$ cat src/rtl/audio_pkg.sv
// Shared audio codec definitions used by the ADC receiver and the DAC transmitter.
package audio_pkg;

  localparam int unsigned CLOCK_REF    = 50_000_000;
  localparam int unsigned CLOCK_SAMPLE = 48_000;
  localparam int unsigned SAMPLE_WIDTH = 16;

  // adcclk/daclrc level that denotes the left channel.
  localparam logic LEFT_LEVEL_DEF = 1'b1;

  typedef enum logic [1:0] {
    ST_IDLE  = 2'd0,
    ST_SKIP  = 2'd1,
    ST_SHIFT = 2'd2,
    ST_HOLD  = 2'd3
  } lr_state_e;

  function automatic logic is_left(input logic lrc, input logic left_level);
    return lrc == left_level;
  endfunction

endpackage

$ cat src/rtl/audio_in_sync_edge.sv
// Three-flop synchroniser for an asynchronous level, with rise/fall/toggle strobes
// taken from the two oldest stages.
module sync_edge (
  input  logic clk_i,
  input  logic rst_ni,
  input  logic d_i,
  output logic level_o,
  output logic rise_o,
  output logic fall_o,
  output logic toggle_o
);

  logic [2:0] sync_q;

  always_ff @(posedge clk_i or negedge rst_ni) begin
    if (!rst_ni) begin
      sync_q <= '0;
    end else begin
      sync_q <= {sync_q[1:0], d_i};
    end
  end

  assign level_o  = sync_q[1];
  assign rise_o   = sync_q[1] & ~sync_q[2];
  assign fall_o   = ~sync_q[1] & sync_q[2];
  assign toggle_o = sync_q[1] ^ sync_q[2];

endmodule

$ cat src/rtl/audio_in.sv
// Codec ADC receiver: deserialises adcdat into left/right PCM words framed by
// bclk/adcclk and hands completed stereo pairs out through valid/ready.
module audio_in
  import audio_pkg::*;
#(
  parameter int unsigned DATA_WIDTH = SAMPLE_WIDTH,
  parameter logic        LEFT_LEVEL = LEFT_LEVEL_DEF,
  parameter int unsigned BIT_DELAY  = 0
) (
  input  logic                  clk_50m,
  input  logic                  rst_n,
  input  logic                  bclk,
  input  logic                  adcclk,
  input  logic                  adcdat,
  output logic [DATA_WIDTH-1:0] left_data,
  output logic [DATA_WIDTH-1:0] right_data,
  output logic                  sample_valid,
  input  logic                  sample_ready,
  output logic                  overrun,
  output logic                  frame_err
);

  localparam int unsigned CW = $clog2(DATA_WIDTH + 1);
  localparam int unsigned SW = (BIT_DELAY > 1) ? $clog2(BIT_DELAY + 1) : 1;

  logic bclk_rise, lrc_edge, lrc_lvl, dat_lvl;
  logic unused_bclk_lvl, unused_bclk_fall, unused_bclk_tog;
  logic unused_lrc_rise, unused_lrc_fall;
  logic unused_dat_rise, unused_dat_fall, unused_dat_tog;

  sync_edge u_sync_bclk (
    .clk_i   (clk_50m),
    .rst_ni  (rst_n),
    .d_i     (bclk),
    .level_o (unused_bclk_lvl),
    .rise_o  (bclk_rise),
    .fall_o  (unused_bclk_fall),
    .toggle_o(unused_bclk_tog)
  );

  sync_edge u_sync_lrc (
    .clk_i   (clk_50m),
    .rst_ni  (rst_n),
    .d_i     (adcclk),
    .level_o (lrc_lvl),
    .rise_o  (unused_lrc_rise),
    .fall_o  (unused_lrc_fall),
    .toggle_o(lrc_edge)
  );

  sync_edge u_sync_dat (
    .clk_i   (clk_50m),
    .rst_ni  (rst_n),
    .d_i     (adcdat),
    .level_o (dat_lvl),
    .rise_o  (unused_dat_rise),
    .fall_o  (unused_dat_fall),
    .toggle_o(unused_dat_tog)
  );

  lr_state_e             state_q, state_d;
  logic [DATA_WIDTH-1:0] shreg_q, shreg_d;
  logic [CW-1:0]         bitcnt_q, bitcnt_d;
  logic [SW-1:0]         skip_q, skip_d;
  logic                  chan_q, chan_d;
  logic [1:0]            prime_q, prime_d;
  logic [DATA_WIDTH-1:0] left_hold_q, left_hold_d;
  logic                  have_left_q, have_left_d;
  logic [DATA_WIDTH-1:0] left_q, left_d;
  logic [DATA_WIDTH-1:0] right_q, right_d;
  logic                  valid_q, valid_d;
  logic                  overrun_q, overrun_d;
  logic                  ferr_q, ferr_d;

  logic                  armed, lrc_go, word_done;
  logic [DATA_WIDTH-1:0] word;

  // The synchronisers reset to 0, so a high adcclk at reset release looks like
  // an edge; IDLE ignores edges until the pipeline has filled.
  assign armed  = (prime_q == 2'd3);
  assign lrc_go = lrc_edge && ((state_q != ST_IDLE) || armed);
  assign word   = {shreg_q[DATA_WIDTH-2:0], dat_lvl};

  always_ff @(posedge clk_50m or negedge rst_n) begin
    if (!rst_n) begin
      state_q     <= ST_IDLE;
      shreg_q     <= '0;
      bitcnt_q    <= '0;
      skip_q      <= '0;
      chan_q      <= 1'b0;
      prime_q     <= '0;
      left_hold_q <= '0;
      have_left_q <= 1'b0;
      left_q      <= '0;
      right_q     <= '0;
      valid_q     <= 1'b0;
      overrun_q   <= 1'b0;
      ferr_q      <= 1'b0;
    end else begin
      state_q     <= state_d;
      shreg_q     <= shreg_d;
      bitcnt_q    <= bitcnt_d;
      skip_q      <= skip_d;
      chan_q      <= chan_d;
      prime_q     <= prime_d;
      left_hold_q <= left_hold_d;
      have_left_q <= have_left_d;
      left_q      <= left_d;
      right_q     <= right_d;
      valid_q     <= valid_d;
      overrun_q   <= overrun_d;
      ferr_q      <= ferr_d;
    end
  end

  always_comb begin
    state_d     = state_q;
    shreg_d     = shreg_q;
    bitcnt_d    = bitcnt_q;
    skip_d      = skip_q;
    chan_d      = chan_q;
    prime_d     = armed ? prime_q : prime_q + 2'd1;
    left_hold_d = left_hold_q;
    have_left_d = have_left_q;
    left_d      = left_q;
    right_d     = right_q;
    valid_d     = valid_q;
    overrun_d   = 1'b0;
    ferr_d      = 1'b0;
    word_done   = 1'b0;

    if (valid_q && sample_ready) begin
      valid_d = 1'b0;
    end

    if (lrc_go) begin
      if (state_q == ST_SHIFT) begin
        ferr_d      = 1'b1;
        have_left_d = 1'b0;
      end
      bitcnt_d = '0;
      skip_d   = '0;
      chan_d   = is_left(lrc_lvl, LEFT_LEVEL);
      state_d  = (BIT_DELAY > 0) ? ST_SKIP : ST_SHIFT;
    end else if (bclk_rise) begin
      case (state_q)
        ST_SKIP: begin
          if (skip_q == SW'(BIT_DELAY - 1)) begin
            skip_d  = '0;
            state_d = ST_SHIFT;
          end else begin
            skip_d = skip_q + 1'b1;
          end
        end
        ST_SHIFT: begin
          shreg_d  = word;
          bitcnt_d = bitcnt_q + 1'b1;
          if (bitcnt_q == CW'(DATA_WIDTH - 1)) begin
            word_done = 1'b1;
            state_d   = ST_HOLD;
          end
        end
        default: ;
      endcase
    end

    if (word_done) begin
      if (chan_q) begin
        left_hold_d = word;
        have_left_d = 1'b1;
      end else if (have_left_q) begin
        left_d      = left_hold_q;
        right_d     = word;
        valid_d     = 1'b1;
        overrun_d   = valid_q & ~sample_ready;
        have_left_d = 1'b0;
      end
    end
  end

  assign left_data    = left_q;
  assign right_data   = right_q;
  assign sample_valid = valid_q;
  assign overrun      = overrun_q;
  assign frame_err    = ferr_q;

endmodule

$ cat config.mk
export PLATFORM = sky130hd
export DESIGN_NAME = audio_in
export DESIGN_NICKNAME = d
export VERILOG_FILES = /design/src/rtl/audio_pkg.sv /design/src/rtl/audio_in_sync_edge.sv /design/src/rtl/audio_in.sv
export SDC_FILE = /design/constraint.sdc
export NUM_CORES = 1
export LEC_CHECK = 0
export CAP_MARGIN = 30
export CELL_PAD_IN_SITES_DETAIL_PLACEMENT = 2
export CELL_PAD_IN_SITES_GLOBAL_PLACEMENT = 2
export CORE_MARGIN = 4
export CORE_UTILIZATION = 36
export DETAILED_ROUTE_END_ITERATION = 6
export PLACE_DENSITY_LB_ADDON = 0.08
export SLEW_MARGIN = 25
export SYNTH_ARGS = -nofsm -noshare
export SYNTH_HDL_FRONTEND = slang
export SYNTH_SLANG_ARGS = --single-unit
$ cat constraint.sdc
create_clock -name clk_50m -period 1.99 [get_ports clk_50m]
set_clock_uncertainty 0.2 [all_clocks]
set_input_delay 0.398 -clock clk_50m [delete_from_list [all_inputs] [get_ports clk_50m]]
set_output_delay 0.398 -clock clk_50m [all_outputs]
set_load 0.01 [all_outputs]
; Yosys cells after proc, flatten, opt, wreduce, memory -nomap -nowiden
; Index checks and enable logic that the tools add are counted.
[totals]
register_bits = 86
output_inout_bits = 35
word_cells = 76
[classes]
addsub = 3
eq_ne = 6
n_mux = 30
bitwise = 7
reduce_logical = 14
[ops]
columns = op, count
row1 = $mux 1, 22
row2 = $mux 5, 3
row3 = $mux 2, 4
row4 = $reduce_bool 2->1, 4
row5 = $reduce_and 2->1, 3
row6 = $reduce_and 3->1, 2
row7 = $add 5x1->5 const B, 1
row8 = $eq 5x4->1 const B, 1
row9 = $eq 2x2->1 const B, 2
row10 = $not 1->1, 4
row11 = $pmux 2 s2, 1
row12 = $reduce_and 4->1, 1
row13 = $ne 3x2->1 const B, 1
row14 = $ne 3x3->1 const B, 1
row15 = $reduce_bool 3->1, 1
row16 = $add 2x1->2 const B, 1
row17 = $and 1x1->1, 2
row18 = $eq 2x1->1 const B, 1
row19 = $logic_and 1x1->1, 2
row20 = $add 1x1->1 const B, 1
row21 = $logic_or 1x1->1, 1
row22 = $xor 1x1->1, 1

; Depth between registers and ports, before layout
[depth]
word_depth = 7
ltp_mapped = 7
ltp_nobuf = 6

; Hierarchy
; From an unflattened synthesis, not the netlist that was laid out.
[unflattened]
hier_cells = 221
hier_area_um2 = 3549.7
[modules_own_cells]
columns = module, n_inst, cells_per_inst, area_each_um2
row1 = audio_in, 1, 197, 3215.6
row2 = sync_edge, 3, 8, 111.4

; Worst setup path after synthesis
; No wires, ideal clock.
[synth_path]
path_kind = flip-flop to flip-flop
from = reg bitcnt_q[0]
to = reg right_q[10], in the netlist right_data[10]
setup_ns = 0.125
t_arrival_ns = 1.723
required_ns = 1.665
setup_slack_ns = -0.057
path_stages_with_launch = 8
path_cell_list = dfrtp_1 -> ha_1 -> and3_1 -> ha_1 -> nand3b_1 -> nor3_4 -> buf_6 -> mux2_2
[synth_via]
elab_chain_cells = 6
[synth_rtl]
columns = item, line
row1 = "start, declared", audio_in.sv:63  ; logic [CW-1:0] bitcnt_q, bitcnt_d;
row2 = "start signal, assigned", audio_in.sv:102  ; bitcnt_q <= bitcnt_d;
row3 = $eq 5x4->1, audio_in.sv:158  ; if (bitcnt_q == CW'(DATA_WIDTH - 1)) begin
row4 = $mux 1, audio_in.sv:158
row5 = $mux 1, audio_in.sv:146  ; case (state_q)
row6 = $mux 1, audio_in.sv:145  ; end else if (bclk_rise) begin
row7 = $mux 1, audio_in.sv:136  ; if (lrc_go) begin
row8 = $reduce_and 3->1 (no line), n/a
row9 = "end signal, assigned", audio_in.sv:109  ; right_q <= right_d;
row10 = "end, declared", audio_in.sv:70  ; logic [DATA_WIDTH-1:0] right_q, right_d;
; Every way passes these cells.
; A chain may end at the register's enable or synchronous reset.

; Worst setup path after layout
[layout_path]
from = reg bitcnt_q[0]
to = reg left_q[10], in the netlist left_data[10]
[layout_via]
elab_chain_cells = 6
[layout_rtl]
columns = item, line
row1 = $eq 5x4->1, audio_in.sv:158
row2 = $mux 1, audio_in.sv:158
row3 = $mux 1, audio_in.sv:146
row4 = $mux 1, audio_in.sv:145
row5 = $mux 1, audio_in.sv:136
row6 = $reduce_and 3->1 (no line), n/a
row7 = "end signal, assigned", audio_in.sv:108  ; left_q <= left_d;
row8 = "end, declared", audio_in.sv:69  ; logic [DATA_WIDTH-1:0] left_q, left_d;
; Every way passes these cells.

==> results.py <==
metrics = {
    "run_status": {
        "status": "finished with violations",
        "violations": "setup timing",
    },
    "floorplan": {
        "die_h_um": 104.1,
        "rows": 34,
        "core_sq_um": 8848,
        "io-pin-count": 41,
        "die_x_um": 104.1,
        "dieArea_sq_um": 10840,
        "start_util": 0.3758,
    },
    "synthesis": {
        "synth_common_cells": "86 x dfrtp_1, 62 x mux2_2, 5 x a21oi_1",
        "synth-main-ff-cell": "dfrtp_1",
        "synth_edf_count": 0,
        "synth_area_leaders": "dfrtp_1 65%, mux2_2 21%, ha_1 1.1%",
        "async_reset_ff_frac": 1.000,
        "yosysUniqueCellTypes": 33,
        "ys_seq_area_frac": 0.6471,
        "synth_top_area_cell": "dfrtp_1",
        "ys_warn_count": 0,
        "synth_area_sq_um": 3326,
        "synth-seq-cells": 86,
        "post_synth_inst_count": 206,
        "avgSynthCellArea_sq_um": 16.14,
        "synth_top_area_share": 0.6471,
        "synth_fp_nets": 215,
        "yosysMostFrequentCell": "dfrtp_1",
    },
    "cts": {
        "clockBufferDepth": 2,
        "clk_latency_ps": 350,
        "cts_tree": "yes",
        "numCtsBuffers": 9,
        "cts_root_buf": "clkbuf_8",
        "clk_pin_slew_ps": 90,
        "numClockSinks": 86,
        "htreeDepth": 3,
    },
    "global_route": {
        "antenna_found_initial": 0,
        "grt_pass1_wl_um": 12360,
        "grtUsageTotal": 0.1435,
        "overflow": 0,
        "grt_start_max_net_pins": 45,
        "grt_pass1_vias": 2265,
    },
    "power": {
        "leakage_nw": 2.068,
        "ir_drop_v": 0.0003909,
        "power_mw": 3.534,
        "power_density_nw_per_um2": 778.0,
    },
    "cells_and_area": {
        "drive_gt1_frac": 0.4331,
        "syn_to_final_growth_pct": 36.57,
        "stdcell_count": 392,
        "finish.utilization": 0.5133,
        "diodes": 0,
        "fin_nets": 289,
    },
    "drt": {
        "vias_per_cell": 5.033,
        "drc": 0,
        "wl_per_cell_um": 20.66,
        "dr_total_vias": 1973,
        "dr.pass1.iters": 3,
        "postRouteAntennaNets": 0,
        "dr.first_iter.drc_count": 29,
        "totalWireLength_um": 8100,
    },
    "sta": {
        "period_needed_ps": 2175,
        "setup_tns_ps": -7042,
        "fin_crit_sh": 1.093,
        "setup_viol": 49,
        "worstMarginPinSlew_ps": 440.8,
        "final-hold-violation-count": 0,
        "rsz0062_at_grt": "true",
        "fin_ws_ps": -185.1,
        "fmax_mhz": 459.7,
        "relSlewSlack": 0.7051,
        "maxSlewViolCount": 0,
    },
    "worst_setup_path": {
        "cpPeakStageDelay_ps": 380,
        "cp_cell_sequence": "ha_2, and3_4, ha_4, nand3b_1, nor3_4, buf_6, clkbuf_16, mux2_2",
        "end_kind": "flop",
        "worstSetupStartpointType": "flop",
        "rr_startpoint": "bitcnt_q[0]",
        "slowest_stage": "dfrtp_1",
        "path_buf_inv": 2,
        "required_ps": 2020,
        "path_max_fanout": 8,
        "r2r-end": "left_data[10]",
        "r2r_slack_ps": -190,
        "crit_family": "simple AND/OR/NAND/NOR gates",
        "crit_arrival_ps": 2210,
        "critPathKind": "reg2reg",
        "r2r_cells": 8,
    },
    "place": {
        "dpl.cell_count": 365,
        "place.gp.congestion": 0.7379,
        "portBuffers": 40,
        "preCtsSetupSlack_ps": -180.6,
        "place_hpwl_um": 4515,
    },
    "worst_hold_path": {
        "min_path_cells": 0,
        "holdPathEnd": "u_sync_bclk.sync_q[1]",
        "hold_path_class": "reg2reg",
        "min_from": "u_sync_bclk.sync_q[0]",
    },
    "job": {
        "drv_cap": 0,
    },
}
==> cell usage in the layout (no fill, tap or decap), types with 4 or more instances in the layout <==
master	n
mux2_4	39
clkdlybuf4s50_1	39
mux2_2	25
buf_12	4
o21ai_0	4
dfrtp_1	86
clkbuf_8	10
buf_6	5
a21oi_1	5
inv_1	4
buf_4	15
==> through the flow <==
stage	hold WS (ps)	area, sq um
6_report	155.2	4542
5_1_grt	160.6	4542
4_1_cts	158.7	4347
3_5_place_dp	123.5	3983
3_3_place_gp	119.6	3983
2_1_floorplan	-97.59	3346
==> power breakdown <==
group	total, mW	internal (mW)	switching (mW)
sequential	1.94	1.84	0.104
combinational	0.216	0.115	0.101
clock	1.38	0.737	0.640
total	3.53	2.69	0.844
==> how the worst max path moves through the flow <==
stage | start | end | slack (ps) | cells after the start
6_report | bitcnt_q[0] | left_data[10] | -190 | 8
5_1_grt | bitcnt_q[0] | right_data[12] | -270 | 8
4_1_cts | bitcnt_q[0] | right_data[9] | -180 | 8
3_5_place_dp | bitcnt_q[0] | right_data[0] | -180 | 7
3_3_place_gp | bitcnt_q[1] | right_data[14] | -50 | 7
2_1_floorplan | bitcnt_q[0] | right_data[10] | -50 | 7
==> layer usage <==
layer | global-route usage | wire (um)
met4 | 0.04558 | 30
met5 | 0 | 0
met1 | 0.1991 | 3984
met2 | 0.2279 | 3855
met3 | 0.02731 | 230
==> sequential cells by signal (all words and copies together) (netlist names) <==
signal and flops:
overrun 1, right_data 16, sample_valid 1, u_sync_lrc.sync_q 3, bitcnt_q 5, state_q 2
have_left_q 1, left_hold_q 16, u_sync_dat.sync_q 2, u_sync_bclk.sync_q 3, shreg_q 15, skip_q 1
prime_q 2, left_data 16, chan_q 1, frame_err 1
==> layout make-up <==
| cell class | count | area [sq um] |
|---|---|---|
| clock buffers | 10 | 137.6 |
| clock inverters | 5 | 83.83 |
| fillers | 794 | 4307 |
| inverters | 4 | 15.01 |
| multi-input cells | 111 | 1279 |
| flip-flops and latches | 86 | 2152 |
| well taps | 108 | 135.1 |
| repair buffers | 68 | 739.5 |
==> cells by family after synthesis <==
kind of cell    after synthesis  share of synthesized area
xor+xnor                      4                    0.01279
buf+inv                       9                    0.02069
fa+ha+maj                     3                    0.01129
flops                        86                     0.6471
simple gates                 24                    0.05907
mux                          64                     0.2167
compound gates               16                    0.03236
==> repair_timing <==
item | CTS | global route
hold endpoints to repair | 21 | 0
gates resized for setup | 19 | 33
hold buffers | 1 | 0
gates cloned | 1 | 3
setup buffers | 5 | 3
setup endpoints to repair | 48 | 49
Power figures use the tool's default switching activity.
